<file path="src/rtl/sad_block_loader_if.sv">
// Row-beat input and parallel block output bundle
// for the SAD source-side loader.
interface sad_block_loader_if #(
  parameter int WIDTH = 8,
  parameter int IDX_W = 10
);
  logic                   in_valid;
  logic                   in_ready;
  logic                   in_sob;
  logic [8*WIDTH-1:0]     in_ori_row;
  logic [8*WIDTH-1:0]     in_can_row;
  logic                   blk_en;
  logic [32*WIDTH-1:0]    blk_ori;
  logic [32*WIDTH-1:0]    blk_can;
  logic [IDX_W-1:0]       blk_idx;
  logic                   err_drop;
  logic [7:0]             drop_cnt;

  modport master (
    output in_valid, in_sob,
    output in_ori_row, in_can_row,
    input  in_ready,
    input  blk_en, blk_ori, blk_can,
    input  blk_idx, err_drop, drop_cnt
  );

  modport slave (
    input  in_valid, in_sob,
    input  in_ori_row, in_can_row,
    output in_ready,
    output blk_en, blk_ori, blk_can,
    output blk_idx, err_drop, drop_cnt
  );
endinterface

</file>
<file path="src/rtl/sad_block_loader.sv">
// Assembles row-serial 4x8 ori/can beats into a
// parallel block with a one-cycle enable pulse.
module sad_block_loader #(
  parameter int WIDTH = 8,
  parameter int IDX_W = 10
) (
  input  logic              clk,
  input  logic              rst,
  sad_block_loader_if.slave s_bus
);
  localparam int RW = 8 * WIDTH;

  logic [1:0]          r_rcnt;
  logic [RW-1:0]       r_ori0, r_ori1, r_ori2;
  logic [RW-1:0]       r_can0, r_can1, r_can2;
  logic                r_blk_en;
  logic                r_err_drop;
  logic [7:0]          r_drop_cnt;
  logic [4*RW-1:0]     r_blk_ori;
  logic [4*RW-1:0]     r_blk_can;
  logic [IDX_W-1:0]    r_blk_idx;

  logic                w_acc;
  logic [1:0]          w_row;
  logic                w_drop;
  logic                w_done;

  // No backpressure: ready whenever not in reset.
  assign s_bus.in_ready = ~rst;

  assign w_acc  = s_bus.in_valid & ~rst;
  assign w_row  = s_bus.in_sob ? 2'd0 : r_rcnt;
  assign w_drop = w_acc & s_bus.in_sob
                & (r_rcnt != 2'd0);
  assign w_done = w_acc & (w_row == 2'd3);

  // Row counter and assembly buffers for rows 0..2;
  // row 3 is taken straight from the completing beat.
  always_ff @(posedge clk) begin
    if (rst) begin
      r_rcnt <= 2'd0;
      r_ori0 <= '0;
      r_ori1 <= '0;
      r_ori2 <= '0;
      r_can0 <= '0;
      r_can1 <= '0;
      r_can2 <= '0;
    end else if (w_acc) begin
      r_rcnt <= w_row + 2'd1;
      unique case (w_row)
        2'd0: begin
          r_ori0 <= s_bus.in_ori_row;
          r_can0 <= s_bus.in_can_row;
        end
        2'd1: begin
          r_ori1 <= s_bus.in_ori_row;
          r_can1 <= s_bus.in_can_row;
        end
        2'd2: begin
          r_ori2 <= s_bus.in_ori_row;
          r_can2 <= s_bus.in_can_row;
        end
        default: ;
      endcase
    end
  end

  // Block outputs, index, and drop bookkeeping.
  always_ff @(posedge clk) begin
    if (rst) begin
      r_blk_en   <= 1'b0;
      r_err_drop <= 1'b0;
      r_drop_cnt <= 8'd0;
      r_blk_ori  <= '0;
      r_blk_can  <= '0;
      r_blk_idx  <= '0;
    end else begin
      r_blk_en   <= w_done;
      r_err_drop <= w_drop;
      if (w_drop && r_drop_cnt != 8'hff)
        r_drop_cnt <= r_drop_cnt + 8'd1;
      if (w_done) begin
        r_blk_ori <= {s_bus.in_ori_row,
                      r_ori2, r_ori1, r_ori0};
        r_blk_can <= {s_bus.in_can_row,
                      r_can2, r_can1, r_can0};
        r_blk_idx <= r_blk_idx + 1'b1;
      end
    end
  end

  assign s_bus.blk_en   = r_blk_en;
  assign s_bus.blk_ori  = r_blk_ori;
  assign s_bus.blk_can  = r_blk_can;
  assign s_bus.blk_idx  = r_blk_idx;
  assign s_bus.err_drop = r_err_drop;
  assign s_bus.drop_cnt = r_drop_cnt;
endmodule

</file>
<file path="src/flat_wrapper.sv">
// flat-port wrapper written by rule: the top's interface ports become plain ports
module sad_block_loader_flat 
#(
  parameter int WIDTH = 8,
  parameter int IDX_W = 10
)
  (clk, rst, s_bus_in_valid, s_bus_in_sob, s_bus_in_ori_row, s_bus_in_can_row, s_bus_in_ready, s_bus_blk_en, s_bus_blk_ori, s_bus_blk_can, s_bus_blk_idx, s_bus_err_drop, s_bus_drop_cnt);
  sad_block_loader_if #(.WIDTH(WIDTH), .IDX_W(IDX_W)) s_bus_i ();
  input  logic clk;
  input  logic rst;
  input wire logic [$bits(s_bus_i.in_valid)-1:0] s_bus_in_valid;
  input wire logic [$bits(s_bus_i.in_sob)-1:0] s_bus_in_sob;
  input wire logic [$bits(s_bus_i.in_ori_row)-1:0] s_bus_in_ori_row;
  input wire logic [$bits(s_bus_i.in_can_row)-1:0] s_bus_in_can_row;
  output wire logic [$bits(s_bus_i.in_ready)-1:0] s_bus_in_ready;
  output wire logic [$bits(s_bus_i.blk_en)-1:0] s_bus_blk_en;
  output wire logic [$bits(s_bus_i.blk_ori)-1:0] s_bus_blk_ori;
  output wire logic [$bits(s_bus_i.blk_can)-1:0] s_bus_blk_can;
  output wire logic [$bits(s_bus_i.blk_idx)-1:0] s_bus_blk_idx;
  output wire logic [$bits(s_bus_i.err_drop)-1:0] s_bus_err_drop;
  output wire logic [$bits(s_bus_i.drop_cnt)-1:0] s_bus_drop_cnt;
  assign s_bus_i.in_valid = s_bus_in_valid;
  assign s_bus_i.in_sob = s_bus_in_sob;
  assign s_bus_i.in_ori_row = s_bus_in_ori_row;
  assign s_bus_i.in_can_row = s_bus_in_can_row;
  assign s_bus_in_ready = s_bus_i.in_ready;
  assign s_bus_blk_en = s_bus_i.blk_en;
  assign s_bus_blk_ori = s_bus_i.blk_ori;
  assign s_bus_blk_can = s_bus_i.blk_can;
  assign s_bus_blk_idx = s_bus_i.blk_idx;
  assign s_bus_err_drop = s_bus_i.err_drop;
  assign s_bus_drop_cnt = s_bus_i.drop_cnt;
  sad_block_loader #(.WIDTH(WIDTH), .IDX_W(IDX_W)) u_core (.clk(clk), .rst(rst), .s_bus(s_bus_i));
endmodule
</file>
<file path="config.mk">
export PLATFORM = sky130hd
export DESIGN_NAME = sad_block_loader_flat
export DESIGN_NICKNAME = d
export VERILOG_FILES = /design/src/rtl/sad_block_loader_if.sv /design/src/rtl/sad_block_loader.sv /design/src/flat_wrapper.sv
export SDC_FILE = /design/constraint.sdc
export NUM_CORES = 2
export LEC_CHECK = 0
export ABC_AREA = 1
export CAP_MARGIN = 15
export CORE_ASPECT_RATIO = 0.6
export CORE_MARGIN = 5
export CORE_UTILIZATION = 50
export DETAILED_ROUTE_END_ITERATION = 12
export GPL_TIMING_DRIVEN = 0
export PLACE_DENSITY = 0.8
export SYNTH_ARGS = -nofsm -noshare
export SYNTH_HDL_FRONTEND = slang
export SYNTH_SLANG_ARGS = --single-unit
export TNS_END_PERCENT = 30
</file>
<file path="constraint.sdc">
create_clock -name clk -period 1.7 [get_ports clk]
set_input_delay 0.255 -clock clk [delete_from_list [all_inputs] [get_ports clk]]
set_output_delay 0.255 -clock clk [all_outputs]
set_load 0.02 [all_outputs]
</file>
**Word level (Yosys, flattened, before mapping)**

Index checks and enable logic that the tools add are counted.

- Bits in registers: 918
- Input port bits: 132
- Word-level logic and storage cells: 32

- Mux-type cells: 1
- Reductions and logical operators: 6
- Add/sub/neg operators: 3
- Bitwise operators: 5
- Equal/unequal tests: 4

Operators by type and width:

| kind | count |
|---|---|
| 10-bit by 1-bit adder with 10-bit output, second input constant | 1 |
| 8-bit by 1-bit adder with 8-bit output, second input constant | 1 |
| 8-bit inequality test, second input constant | 1 |
| 2-bit AND reduction | 3 |
| 1-bit bitwise AND | 4 |
| 2-bit == test, second input constant | 2 |
| 2-bit by 1-bit adder with 2-bit output, second input constant | 1 |
| 2-bit by 1-bit == test with 1-bit output, second input constant | 1 |
| 2-bit zero test | 1 |
| 2-bit 2-to-1 mux | 1 |
| 2-bit nonzero test | 1 |
| 1-bit logical AND | 1 |
| 1-bit inverter | 1 |

**Logic depth before layout (Yosys ltp)**

- Depth in word-level cells: 5
- Mapped depth: 11
- Mapped depth without buffers: 10

**Least setup slack after synthesis**

Ideal clock, no wire load.

- Path kind: register to register
- Start point: reg u_core.r_rcnt[1]
- End point: reg u_core.r_blk_can[100] (netlist: u_core.s_bus.blk_can[100])
- Data arrival time: 1.401 ns
- Cell stages (with the launch flop): 9
- Clock period less this slack: 1.527 ns
- Setup slack: 0.173 ns
- Path through: dfxtp_1 nand2_1 inv_1 ha_1 nand3_2 buf_4 buf_2 clkbuf_1 o21ai_1

- Word-level cells in the longest chain between the ends: 3

RTL lines:

| what | RTL line | source |
|---|---|---|
| start: declaration | sad_block_loader.sv:13 | `logic [1:0] r_rcnt;` |
| start signal: assignment | sad_block_loader.sv:49 | `r_rcnt <= w_row + 2'd1;` |
| 2-bit 2-to-1 mux | sad_block_loader.sv:32 | `assign w_row = s_bus.in_sob ? 2'd0 : r_rcnt;` |
| 2-bit == test | sad_block_loader.sv:35 | `assign w_done = w_acc & (w_row == 2'd3);` |
| 1-bit bitwise AND | sad_block_loader.sv:35 |  |
| end signal: assignment | sad_block_loader.sv:85 | `r_blk_can <= {s_bus.in_can_row,` |
| end: declaration | sad_block_loader.sv:20 | `logic [4*RW-1:0] r_blk_can;` |

No other way between the ends.
A chain may end at the register's enable or synchronous reset.

**Final worst setup path**

- Start point: reg u_core.r_rcnt[0]
- End point: reg u_core.r_blk_can[240] (netlist: u_core.s_bus.blk_can[240])

The elaborated chain is that of the path after synthesis.

==> flow_summary.json <==
{
  "place_area_um2": 39300,
  "slew_violations": 0,
  "post-route-drc-count": 0,
  "vias": 30400,
  "syn-instance-count": 3650,
  "rsz0062_at_grt": "yes",
  "synth_nets": 3788,
  "vdd_drop_max_v": 0.000862,
  "yosys-top-cells-area": "dfxtp_1 58%, o31ai_1 9.1%, nand3_1 8.3%",
  "synth_edf_count": 0,
  "violations": "setup timing",
  "ctsHoldBuffers": 0,
  "grt_start_max_net_pins": 17,
  "whs_path_depth": 3,
  "finalNonFillerCells": 5330,
  "dieArea_um2": 68500,
  "grt_usage_pct": 33.7,
  "cts.sinks": 918,
  "ys_warn_count": 0,
  "hold_path_end": "u_core.s_bus.blk_can[224]",
  "antenna_found_initial": 4,
  "r2r_cells": 10,
  "drtPass1Iterations": 8,
  "numCtsBuffers": 80,
  "fill_cells": 4669,
  "period_share_pct": 106,
  "nets": 4562,
  "yosys-top-cells-count": "918 x dfxtp_1, 675 x nand2_1, 524 x nand3_1",
  "ys_types": 23,
  "worstSkewPairLatency_ps": 650,
  "r2r-end": "u_core.s_bus.blk_can[240]",
  "syn_area_per_cell_um2": 8.66,
  "fin_crit_ps": 1810,
  "r2r_start": "u_core.r_rcnt[0]",
  "finalSetupViolCount": 235,
  "routedWlPerCell_um": 23.7,
  "wirelength_um": 126000,
  "cp-start-kind": "register",
  "status": "finished with violations",
  "p_leak_nw": 22.4,
  "cap_violations": 0,
  "num_rows": 71,
  "skew_ps": 15.9,
  "cp.arrival_ps": 2350,
  "viasPerCell": 5.71,
  "max_slew_margin_pct": 43.8,
  "power.total_mw": 43.7,
  "start_util_pct": 50.5,
  "io-pin-count": 665,
  "synth_top_area_share_pct": 58.2,
  "drive_gt1_share_pct": 11.9,
  "fmax_mhz": 552,
  "die_x_um": 335,
  "synth_top_flop_cell": "dfxtp_1",
  "synth_async_sr_flop_share_pct": 0,
  "regToRegSetupSlack_ps": -110,
  "fin_setup_tns_ps": -7480,
  "cp.required_ps": 2240,
  "fp.dieH_um": 205,
  "ys_seq_area_share_pct": 58.2,
  "hpwl_um": 89800,
  "htree_levels": 3,
  "cts_max_path_buffers": 3,
  "p_per_area_nw_per_um2": 983,
  "port_buffers": 664,
  "finalWorstSetupSlack_ps": -110,
  "synth_area_um2": 31600,
  "yosysMostFrequentCell": "dfxtp_1",
  "ant_nets": 0,
  "hp-start": "s_bus_in_can_row[32]",
  "gp_congestion": 0.973,
  "area_delta_synth_final_pct": 40.8,
  "cts_tree": "built",
  "min_path_type": "in2reg",
  "cts_root_buf": "clkbuf_16",
  "worstMarginPinSlew_ps": 843,
  "grt_pass1_wl_um": 177000,
  "core-area_um2": 62600,
  "grt_overflow": 0,
  "critPathMaxFanout": 8,
  "drtIter0Drc": 3449,
  "endpoint_kind": "register",
  "grt_pass1_vias": 27400,
  "synth-seq-cells": 918,
  "final_hold_viol_count": 0,
  "dp_cells": 5153,
  "final_area_um2": 44500,
  "clkTransAtPathRegs_ps": 70,
  "synth_largest_area_cell": "dfxtp_1",
  "worstSetupPathType": "reg2reg"
}
-- metal layers --
metal / share of wire (%) / vias up / GRT usage [%] / wire (um)
met4: 4.7 / 0 / 11.8 / 5920
met1: 44 / 14500 / 49.5 / 55100
met2: 41 / 1801 / 47.3 / 51200
met5: 0 / - / 0 / 0
li1: - / 13800 / - / -
met3: 11 / 372 / 9.74 / 14200
-- placed cells by master (no fill, tap or decap), types with 4 or more instances in the layout --
cell type	Yosys	routed
nand2_1	675	668
dfxtp_1	918	916
inv_1	403	398
dlygate4sd2_1	0	258
a21oi_1	12	12
ha_1	6	5
o31ai_1	384	360
o21ai_1	254	264
clkbuf_8	0	17
clkbuf_1	84	67
clkbuf_16	0	100
dlymetal6s2s_1	0	265
nand2_2	0	7
buf_2	184	56
clkbuf_2	0	19
xor2_1	4	4
clkdlybuf4s15_2	0	8
o31ai_2	0	22
buf_8	0	14
nand3_2	1	93
buf_12	0	20
buf_6	0	37
buf_1	25	23
clkbuf_4	0	18
buf_4	6	70
clkdlybuf4s50_1	0	130
bufinv_16	0	7
clkinv_2	0	12
o21ai_0	136	124
clkinvlp_4	0	8
nor2_1	21	21
inv_2	2	6
nand3_1	524	431
-- cells by family (layout without fill, tap and decap cells) --
logic type,Yosys count,after routing,synth area share (%)
buffers and inverters,704,1542,9.16
other,0,3,0
DFF,918,918,58.2
xor gates and xnor gates,4,4,0.111
adders and majority gates,6,6,0.238
AOI/OAI and AO/OA,786,786,15.5
and+or+nand+nor,1232,1232,16.8
-- per-stage QoR --
stage                     hold slack, ps  worst slack [ps]  utilization (%)
after global routing                 250              -209             71.0
final                                257              -110             71.0
after floorplan                      349               173                -
after CTS                            229              -278             67.5
after global placement               442             -1300             62.7
after detailed placement             451             -1330             62.7
-- layout make-up --
cell class	instances	area, um2	share of cell area (%)
clock inverter	31	365	0.821
multi-input combinational	2028	11000	24.7
antenna	3	7.51	0.0169
clock buffer	115	2400	5.40
tap	839	1050	2.36
buffer	298	2240	5.04
inverter	405	1530	3.43
sequential	918	18400	41.3
timing repair buffer	693	7520	16.9
-- power breakdown --
| part | internal [mW] | leakage [nW] | total (mW) | switching [mW] |
|---|---|---|---|---|
| clock network | 10.9 | 1.34 | 19.3 | 8.38 |
| logic | 0.736 | 13.6 | 2.39 | 1.65 |
| registers | 21.9 | 7.43 | 22.0 | 0.114 |
-- worst max-delay path, stage by stage, from the launching register on --
cell       delay, ps
dfxtp_2          350
nand2_2           80
inv_2             90
ha_4             150
nand3_4          140
buf_12           190
buf_12           150
clkbuf_16        210
clkbuf_16        190
nand3_2           70
nand2_1           70
-- state kept, by name, summed over array words and instances, names as in the netlist --
name                   cells
u_core.r_can2             64
u_core.r_ori0             64
u_core.s_bus.blk_en        1
u_core.s_bus.blk_can     256
u_core.r_can0             64
u_core.r_ori1             64
u_core.r_rcnt              2
u_core.s_bus.blk_ori     256
u_core.r_ori2             64
u_core.s_bus.drop_cnt      8
u_core.s_bus.err_drop      1
u_core.s_bus.blk_idx      10
u_core.r_can1             64
-- repair_timing --
action                                  in CTS  in global routing
gates resized for setup                    471                573
setup buffers                                2                 12
endpoints found under the setup margin    1436               1200
pin swaps                                    1                 87
cloned                                       0                 15
-- worst max-delay path by stage --
stage / slack (ps) / end / from / cells past startpoint
after global placement: -1300 / s_bus_in_ready / rst / 5
after global routing: -210 / u_core.r_ori1[32] / u_core.r_rcnt[0] / 10
after floorplan: 170 / u_core.s_bus.blk_can[100] / u_core.r_rcnt[1] / 8
after detailed placement: -1330 / s_bus_in_ready / rst / 5
final: -110 / u_core.s_bus.blk_can[240] / u_core.r_rcnt[0] / 10
after CTS: -280 / s_bus_in_ready / rst / 5
Note: power is estimated with default switching activity, not from simulation.
